`config.mk`:
```
export PLATFORM = sky130hd
export DESIGN_NAME = wishbone_stream_bridge
export DESIGN_NICKNAME = d
export VERILOG_FILES = /design/src/rtl/wishbone_stream_bridge.sv
export SDC_FILE = /design/constraint.sdc
export NUM_CORES = 1
export LEC_CHECK = 0
export ABC_CLOCK_PERIOD_IN_PS = 3300
export CAP_MARGIN = 40
export CORE_ASPECT_RATIO = 0.8
export CORE_UTILIZATION = 52
export CTS_BUF_LIST = sky130_fd_sc_hd__clkbuf_4
export CTS_CLUSTER_DIAMETER = 80
export CTS_CLUSTER_SIZE = 8
export DETAILED_ROUTE_END_ITERATION = 12
export PLACE_DENSITY = 0.82
export SLEW_MARGIN = 0
export SYNTH_ARGS = -nofsm -noshare
export SYNTH_HDL_FRONTEND = slang
export SYNTH_SLANG_ARGS = --single-unit
```
`constraint.sdc`:
```
create_clock -name wb_clk_i -period 3.3 [get_ports wb_clk_i]
set_clock_uncertainty 0.1 [all_clocks]
set_input_delay 0.66 -clock wb_clk_i [delete_from_list [all_inputs] [get_ports wb_clk_i]]
set_output_delay 0.66 -clock wb_clk_i [all_outputs]
set_load 0.02 [all_outputs]
```
`src/rtl/wishbone_stream_bridge.sv`:
```
// Wishbone slave that lets the management core feed the accelerator input stream
// through an input FIFO and collect its results from an output FIFO.
module wishbone_stream_bridge #(
    parameter int          DATA_W    = 16,
    parameter int          IN_DEPTH  = 8,
    parameter int          OUT_DEPTH = 8,
    parameter logic [31:0] BASE_ADDR = 32'h3000_0100
) (
    input  logic              wb_clk_i,
    input  logic              wb_rst_i,
    input  logic              wbs_stb_i,
    input  logic              wbs_cyc_i,
    input  logic              wbs_we_i,
    input  logic [3:0]        wbs_sel_i,
    input  logic [31:0]       wbs_dat_i,
    input  logic [31:0]       wbs_adr_i,
    output logic              wbs_ack_o,
    output logic [31:0]       wbs_dat_o,
    output logic              acc_in_vld,
    input  logic              acc_in_rdy,
    output logic [DATA_W-1:0] acc_in_data,
    input  logic              acc_out_vld,
    output logic              acc_out_rdy,
    input  logic [DATA_W-1:0] acc_out_data
);
    localparam int IN_PW  = $clog2(IN_DEPTH);
    localparam int OUT_PW = $clog2(OUT_DEPTH);
    localparam int IN_CW  = $clog2(IN_DEPTH + 1);
    localparam int OUT_CW = $clog2(OUT_DEPTH + 1);

    localparam logic [IN_PW-1:0]  IN_PTR_ONE   = IN_PW'(1);
    localparam logic [OUT_PW-1:0] OUT_PTR_ONE  = OUT_PW'(1);
    localparam logic [IN_CW-1:0]  IN_CNT_ONE   = IN_CW'(1);
    localparam logic [OUT_CW-1:0] OUT_CNT_ONE  = OUT_CW'(1);
    localparam logic [IN_CW-1:0]  IN_CNT_FULL  = IN_CW'(IN_DEPTH);
    localparam logic [OUT_CW-1:0] OUT_CNT_FULL = OUT_CW'(OUT_DEPTH);

    logic [DATA_W-1:0] r_in_mem  [IN_DEPTH];
    logic [DATA_W-1:0] r_out_mem [OUT_DEPTH];
    logic [IN_PW-1:0]  r_in_wp, r_in_rp;
    logic [OUT_PW-1:0] r_out_wp, r_out_rp;
    logic [IN_CW-1:0]  r_in_cnt;
    logic [OUT_CW-1:0] r_out_cnt;
    logic              r_ovf, r_udf, r_ack;
    logic [31:0]       r_dat;

    logic        w_hit, w_in_wr, w_out_rd, w_ctrl_wr, w_flush, w_clear;
    logic        w_in_full, w_in_empty, w_out_full, w_out_empty;
    logic        w_in_hs, w_in_push, w_in_pop, w_out_push, w_out_pop;
    logic        w_ovf_set, w_udf_set;
    logic [1:0]  w_off;
    logic [7:0]  w_in_cnt8, w_out_cnt8;
    logic [31:0] w_status, w_rd_data;
    logic [DATA_W-1:0] w_out_head;
    logic        w_unused;

    assign w_unused = ^{wbs_sel_i, wbs_adr_i[1:0], wbs_dat_i};

    assign w_off     = wbs_adr_i[3:2];
    assign w_hit     = wbs_stb_i & wbs_cyc_i & ~r_ack & (wbs_adr_i[31:4] == BASE_ADDR[31:4]);
    assign w_in_wr   = w_hit & wbs_we_i & (w_off == 2'd1);
    assign w_out_rd  = w_hit & ~wbs_we_i & (w_off == 2'd2);
    assign w_ctrl_wr = w_hit & wbs_we_i & (w_off == 2'd3);
    assign w_flush   = w_ctrl_wr & wbs_dat_i[1];
    assign w_clear   = w_ctrl_wr & wbs_dat_i[0];

    assign w_in_full   = (r_in_cnt == IN_CNT_FULL);
    assign w_in_empty  = (r_in_cnt == {IN_CW{1'b0}});
    assign w_out_full  = (r_out_cnt == OUT_CNT_FULL);
    assign w_out_empty = (r_out_cnt == {OUT_CW{1'b0}});

    // A full input FIFO still accepts a write when the accelerator drains it the same cycle.
    assign w_in_hs    = ~w_in_empty & acc_in_rdy;
    assign w_in_pop   = w_in_hs & ~w_flush;
    assign w_in_push  = w_in_wr & (~w_in_full | w_in_hs) & ~w_flush;
    assign w_ovf_set  = w_in_wr & w_in_full & ~w_in_hs;
    assign w_out_push = acc_out_vld & ~w_out_full & ~w_flush;
    assign w_out_pop  = w_out_rd & ~w_out_empty & ~w_flush;
    assign w_udf_set  = w_out_rd & w_out_empty;

    assign w_in_cnt8  = 8'(r_in_cnt);
    assign w_out_cnt8 = 8'(r_out_cnt);
    assign w_out_head = r_out_mem[r_out_rp];
    assign w_status   = {8'h00, w_out_cnt8, w_in_cnt8, 2'b00, r_udf, r_ovf,
                         w_out_empty, w_out_full, w_in_empty, w_in_full};

    assign wbs_ack_o   = r_ack;
    assign wbs_dat_o   = r_dat;
    assign acc_in_vld  = ~w_in_empty;
    assign acc_in_data = r_in_mem[r_in_rp];
    assign acc_out_rdy = ~w_out_full;

    // Read data selection by register offset
    always_comb begin
        w_rd_data = 32'h0000_0000;
        case (w_off)
            2'd0:    w_rd_data = w_status;
            2'd2:    w_rd_data = w_out_empty ? 32'h0000_0000 : 32'(w_out_head);
            default: w_rd_data = 32'h0000_0000;
        endcase
    end

    // Wishbone acknowledge and read data register
    always_ff @(posedge wb_clk_i) begin
        if (wb_rst_i) begin
            r_ack <= 1'b0;
            r_dat <= 32'h0000_0000;
        end else begin
            r_ack <= w_hit;
            if (w_hit & ~wbs_we_i) begin
                r_dat <= w_rd_data;
            end
        end
    end

    // Sticky status bits; a set event wins over a same-cycle clear
    always_ff @(posedge wb_clk_i) begin
        if (wb_rst_i) begin
            r_ovf <= 1'b0;
            r_udf <= 1'b0;
        end else begin
            r_ovf <= (r_ovf & ~w_clear) | w_ovf_set;
            r_udf <= (r_udf & ~w_clear) | w_udf_set;
        end
    end

    // Input FIFO pointers and occupancy
    always_ff @(posedge wb_clk_i) begin
        if (wb_rst_i || w_flush) begin
            r_in_wp  <= {IN_PW{1'b0}};
            r_in_rp  <= {IN_PW{1'b0}};
            r_in_cnt <= {IN_CW{1'b0}};
        end else begin
            if (w_in_push) r_in_wp <= r_in_wp + IN_PTR_ONE;
            if (w_in_pop)  r_in_rp <= r_in_rp + IN_PTR_ONE;
            case ({w_in_push, w_in_pop})
                2'b10:   r_in_cnt <= r_in_cnt + IN_CNT_ONE;
                2'b01:   r_in_cnt <= r_in_cnt - IN_CNT_ONE;
                default: r_in_cnt <= r_in_cnt;
            endcase
        end
    end

    // Output FIFO pointers and occupancy
    always_ff @(posedge wb_clk_i) begin
        if (wb_rst_i || w_flush) begin
            r_out_wp  <= {OUT_PW{1'b0}};
            r_out_rp  <= {OUT_PW{1'b0}};
            r_out_cnt <= {OUT_CW{1'b0}};
        end else begin
            if (w_out_push) r_out_wp <= r_out_wp + OUT_PTR_ONE;
            if (w_out_pop)  r_out_rp <= r_out_rp + OUT_PTR_ONE;
            case ({w_out_push, w_out_pop})
                2'b10:   r_out_cnt <= r_out_cnt + OUT_CNT_ONE;
                2'b01:   r_out_cnt <= r_out_cnt - OUT_CNT_ONE;
                default: r_out_cnt <= r_out_cnt;
            endcase
        end
    end

    // FIFO storage; contents are not reset
    always_ff @(posedge wb_clk_i) begin
        if (w_in_push)  r_in_mem[r_in_wp]   <= wbs_dat_i[DATA_W-1:0];
        if (w_out_push) r_out_mem[r_out_wp] <= acc_out_data;
    end

endmodule

```
# [Word level (Yosys, flattened, before mapping)]
# Memories as Yosys holds them, arrays and structs flattened. A register that Yosys moved wholly into a read port is not among the register bits.
# Cells that the tools add are included.
[totals] ff_bits=55 ramBits=256 inputBits=91 out_inout_bits=51 elab_cells=83 memories=2
[mem_list] name="r_in_mem" depth=8 word_bits=16 read_ports=1 rd_ports_with_merged_regs=1 write_ports=1 line="38" rtl="logic [DATA_W-1:0] r_in_mem [IN_DEPTH];"
[mem_list] name="r_out_mem" depth=8 word_bits=16 read_ports=1 rd_ports_with_merged_regs=1 write_ports=1 line="39" rtl="logic [DATA_W-1:0] r_out_mem [OUT_DEPTH];"
[op_classes] n_addsub=8 eq_ne=10 mux=12 n_bitwise=35 n_reduce_logical=6
[ops] operator="$pmux 20 s2" count=1
[ops] operator="$eq 28x26->1 const B" count=1
[ops] operator="$and 1x1->1" count=23
[ops] operator="$mux 16" count=1
[ops] operator="$pmux 4 s2" count=2
[ops] operator="$add 3x1->3 const B" count=4
[ops] operator="$mux 3" count=4
[ops] operator="$not 1->1" count=9
[ops] operator="$add 4x1->4 const B" count=2
[ops] operator="$eq 2x2->1 const B" count=4
[ops] operator="$eq 4x4->1 const B" count=2
[ops] operator="$logic_not 4->1" count=2
[ops] operator="$sub 4x1->4 const B" count=2
[ops] operator="$eq 2x1->1 const B" count=3
[ops] operator="$mux 1" count=4
[ops] operator="$reduce_bool 2->1" count=2
[ops] operator="$or 1x1->1" count=3
[ops] operator="$logic_not 2->1" count=1
[ops] operator="$logic_or 1x1->1" count=1

# [Longest topological paths before layout]
[logic_depth] depth_word=10 mapped_depth=13 depth_no_buf=11

# [Worst setup path before layout]
# Ideal clock, no wire load.
[synth_timing] path_kind="input port to flip-flop" start="in wbs_adr_i[18]" end="mem r_in_mem[2][0], enable pin" setup_time_ns=0.409 arrival_ns=3.046 slack_ns=-0.255 path_stages=5 cell_sequence="nor4_1 nand4_2 nor4_2 nand2_1 nor3_1"
[synth_via] elab_chain_cells=9
[synth_rtl] element="from (decl)" line="16" rtl="input logic [31:0] wbs_adr_i,"
[synth_rtl] element="$eq 28x26->1 *" line="60" rtl="assign w_hit = wbs_stb_i & wbs_cyc_i & ~r_ack & (wbs_adr_i[31:4] == BASE_ADDR[31:4]);"
[synth_rtl] element="$and 1x1->1 *" line="60"
[synth_rtl] element="$and 1x1->1 *" line="61, 63"
[synth_rtl] element="$and 1x1->1" line="63" rtl="assign w_ctrl_wr = w_hit & wbs_we_i & (w_off == 2'd3);"
[synth_rtl] element="$and 1x1->1" line="64" rtl="assign w_flush = w_ctrl_wr & wbs_dat_i[1];"
[synth_rtl] element="$not 1->1" line="75" rtl="assign w_in_push = w_in_wr & (~w_in_full | w_in_hs) & ~w_flush;"
[synth_rtl] element="$and 1x1->1 *" line="75"
[synth_rtl] element="$mux 1 *" line="163" rtl="if (w_in_push) r_in_mem[r_in_wp] <= wbs_dat_i[DATA_W-1:0];"
[synth_rtl] element="$mux 1 (not written as such) *" line="163"
[synth_rtl] element="to (decl)" line="38"
# Every way passes the cells marked *; elsewhere a longest branch is shown, timed or not.

# [Worst setup path in the final report]
[layout_timing] start="reg r_in_cnt[0]" end="out acc_in_vld"
[layout_via] elab_chain_cells=2
[layout_rtl] element="from (decl)" line="42" rtl="logic [IN_CW-1:0] r_in_cnt;"
[layout_rtl] element="from (signal assigned)" line="132" rtl="r_in_cnt <= {IN_CW{1'b0}};"
[layout_rtl] element="from (signal assigned)" line="137" rtl="2'b10: r_in_cnt <= r_in_cnt + IN_CNT_ONE;"
[layout_rtl] element="from (signal assigned)" line="138" rtl="2'b01: r_in_cnt <= r_in_cnt - IN_CNT_ONE;"
[layout_rtl] element="$logic_not 4->1" line="68" rtl="assign w_in_empty = (r_in_cnt == {IN_CW{1'b0}});"
[layout_rtl] element="$not 1->1" line="89" rtl="assign acc_in_vld = ~w_in_empty;"
[layout_rtl] element="to (decl)" line="19" rtl="output logic acc_in_vld,"
# No other way between the ends.

==> results.toml <==
[cells_and_area]
nFillCells = 1507
drive_above_1_share_pct = 26.4
fin_cells = 1188
post-route-util_pct = 64.6
area_delta_synth_final_pct = 21.2
finalNetCount = 966

[yosys]
synthMuxAreaShare_pct = 14.8
synth.distinct_cells = 51
syn_inst = 678
synth_top_area_cell = "edfxtp_1"
syn_area_per_cell_sq_um = 17.8
synth_compound_area_share_pct = 2.62
ys_top_cells_by_count = "256 x edfxtp_1, 62 x mux4_2, 49 x dfxtp_1, 49 x nor2_1, 25 x nand2_1"
yosysWarningCount = 0
synth-edff-count = 256
synth-xor-area-share_pct = 1.02
synth-async-reset-ratio_pct = 0
ys_seq_elements = 305
synth_area_sq_um = 12100
ys_seq_area_share_pct = 71.8
synth_top_area_share_pct = 63.7
yosys.area_share.simple_pct = 6.27
synthMostInstantiatedCell = "edfxtp_1"
synthAdderAreaFrac_pct = 1.20
synth.area.top_cells = "edfxtp_1 64%, mux4_2 12%, dfxtp_1 8.1%, mux2i_1 1.7%, nor2_1 1.5%"
synth_top_family_by_area = "multiplexers"
synth-main-ff-cell = "edfxtp_1"

[cts]
cts_tree = "done"
cts_buffers = 44
cts.sinks = 305
clockBufferDepth = 3
cts_root_buffer = "clkbuf_4"
htreeDepth = 2
cts-hold-fix-buffers = 0
path_clk_slew_ps = 100
clk_latency_ps = 660

[placement]
dp_cells = 1122
gp_congestion = 0.835
pre_cts_ws_ps = -520
numPortBuffers = 107
hpwl_um = 15800

[global_routing]
grt_pass1_vias = 6875
grtUsageTotal_pct = 21.5
grt_remaining_overflow = 0
antenna_found_initial = 1
grt_first_pass_wirelength_um = 38100
grt_max_degree = 36

[hold_path]
worstHoldStart = "wbs_dat_o[13]"
worst_hold_path_type = "flop to flop"

[sta]
slew_headroom_pct = 55.7
fin_hold_ws_ps = 362
tightest_slew_ps = 664
slew_violations = 0
setup_slack_ps = 127
rsz0062_at_grt = "false"
min_period_over_period_pct = 96.2
max_freq_mhz = 315
totalNegativeSetupSlack_ps = 0
hold_viol = 0
period_minus_slack_ps = 3170
setup_viol = 0

[floorplanning]
dieArea_sq_um = 23800
die_x_um = 172
start_util_pct = 53.3
core_area_sq_um = 22600
die_h_um = 138
fp-row-count = 49
ioPinCount = 142

[setup_path]
cp_slowest_cell = "clkdlybuf4s50_1"
startpoint = "r_in_cnt[0]"
crit_path_start_kind = "flop"
cp-end-kind = "output pin"
setup.worst_path.class = "flop to output pin"
reg2reg_from = "r_in_cnt[0]"
crit_required_ps = 2540
max_stage_delay_ps = 560
crit_buf_inv = 1
critPathArrivalTime_ps = 2410
crit_fanout = 7
r2r_slack_ps = 450
path_cells = "or3_1, or2_2, clkdlybuf4s50_1"
crit_family = "simple AND/OR/NAND/NOR gates"

[power_and_ir_drop]
powerDensity_nw_per_um2 = 452
peakVddDrop_mv = 0.278
p_leak_uw = 0.00474

[outcome]
run_status = "finished clean"

[detailed_routing]
vias = 6702
antenna_left = 0
drt-initial-drc-count = 545
viasPerCell = 5.64
firstDrtPassIters = 5
drc = 0
detail_route.wl_per_cell_um = 20.6
routed_wirelength_um = 24500

[flow_run]
maxCapViolCount = 0
through the flow:
| step | power [uW] | instance area, sq um |
|---|---|---|
| finish | 6620 | 14600 |
| global route | 6870 | 14600 |
| CTS | 6680 | 14600 |
| detailed placement | 4610 | 14100 |
| global placement | 4600 | 14100 |
| floorplan | 4430 | 12200 |
final cells by class:
type	instances	area [sq um]	share of cell area, %
clock inverter	4	50.0	0.342
timing repair buffer	175	1760	12.0
sequential	305	8670	59.3
antenna	1	2.50	0.0171
tap	306	383	2.62
inverter	8	30.0	0.205
clock buffer	59	443	3.03
multi-input combinational	330	3280	22.4
what timing repair did:
action,CTS,global route
endpoints found under the hold margin,0,0
setup endpoints to repair,16,1
gates resized for setup,19,1
setup buffers,1,0
gates cloned,1,0
cells in the final DEF (no fill, tap or decap), drive strengths merged, types with 9 or more instances in the layout:
master / Yosys / routed
a21oi: 24 / 24
buf: 27 / 68
clkbuf: 19 / 59
clkdlybuf4s50: 0 / 91
conb: 1 / 12
dfxtp: 49 / 49
dlygate4sd2: 0 / 16
edfxtp: 256 / 256
ha: 10 / 10
inv: 8 / 9
mux2: 16 / 16
mux2i: 21 / 21
mux4: 62 / 62
nand2: 25 / 25
nor2: 49 / 49
nor3: 14 / 14
or3: 12 / 12
worst reg2reg max path: cells and delay by family (launching register included):
kind / cells / cell delay [ps]
compound gates: 3 / 360
simple gates: 4 / 1240
fa+ha+maj: 2 / 430
xor+xnor: 2 / 250
flops: 1 / 390
routing by layer:
layer | track usage, % | routed length (um) | vias to the layer above
li1 | - | - | 3028
met1 | 31.7 | 10700 | 3366
met2 | 32.3 | 11400 | 269
met3 | 4.67 | 1910 | 39
met4 | 7.03 | 490 | 0
met5 | 0 | 0 | -
kinds of logic after synthesis:
logic type                 count (synthesis)
AOI/OAI and AO/OA                         51
xor gates and xnor gates                  14
adders and majority gates                 11
buffers and inverters                     54
DFF                                      305
muxes                                     99
other                                      1
and+or+nand+nor                          143
sequential cells by signal, summed over array words and instances, names as in the netlist, named ones only:
signal,count
r_in_mem,128
r_out_mem,128
r_in_rp,3
r_udf,1
r_in_cnt,4
wbs_dat_o,20
r_ovf,1
r_out_wp,3
r_out_rp,3
r_out_cnt,4
r_in_wp,3
wbs_ack_o,1
worst paths after layout:
| kind | to | cells past startpoint |
|---|---|---|
| setup reg to reg | r_in_cnt[2] | 11 |
| setup / recovery | acc_in_vld | 3 |
| hold / removal | wbs_dat_o[13] | 2 |
| hold reg to reg | wbs_dat_o[13] | 2 |
report_power, final:
part | internal (uW) | total (uW) | switching, uW | leakage [uW]
registers | 4210 | 4230 | 18.4 | 0.00271
clock network | 896 | 2090 | 1200 | 0.000294
logic | 137 | 296 | 159 | 0.00173
total | 5240 | 6620 | 1370 | 0.00474
(Power assumes the default switching activity.)
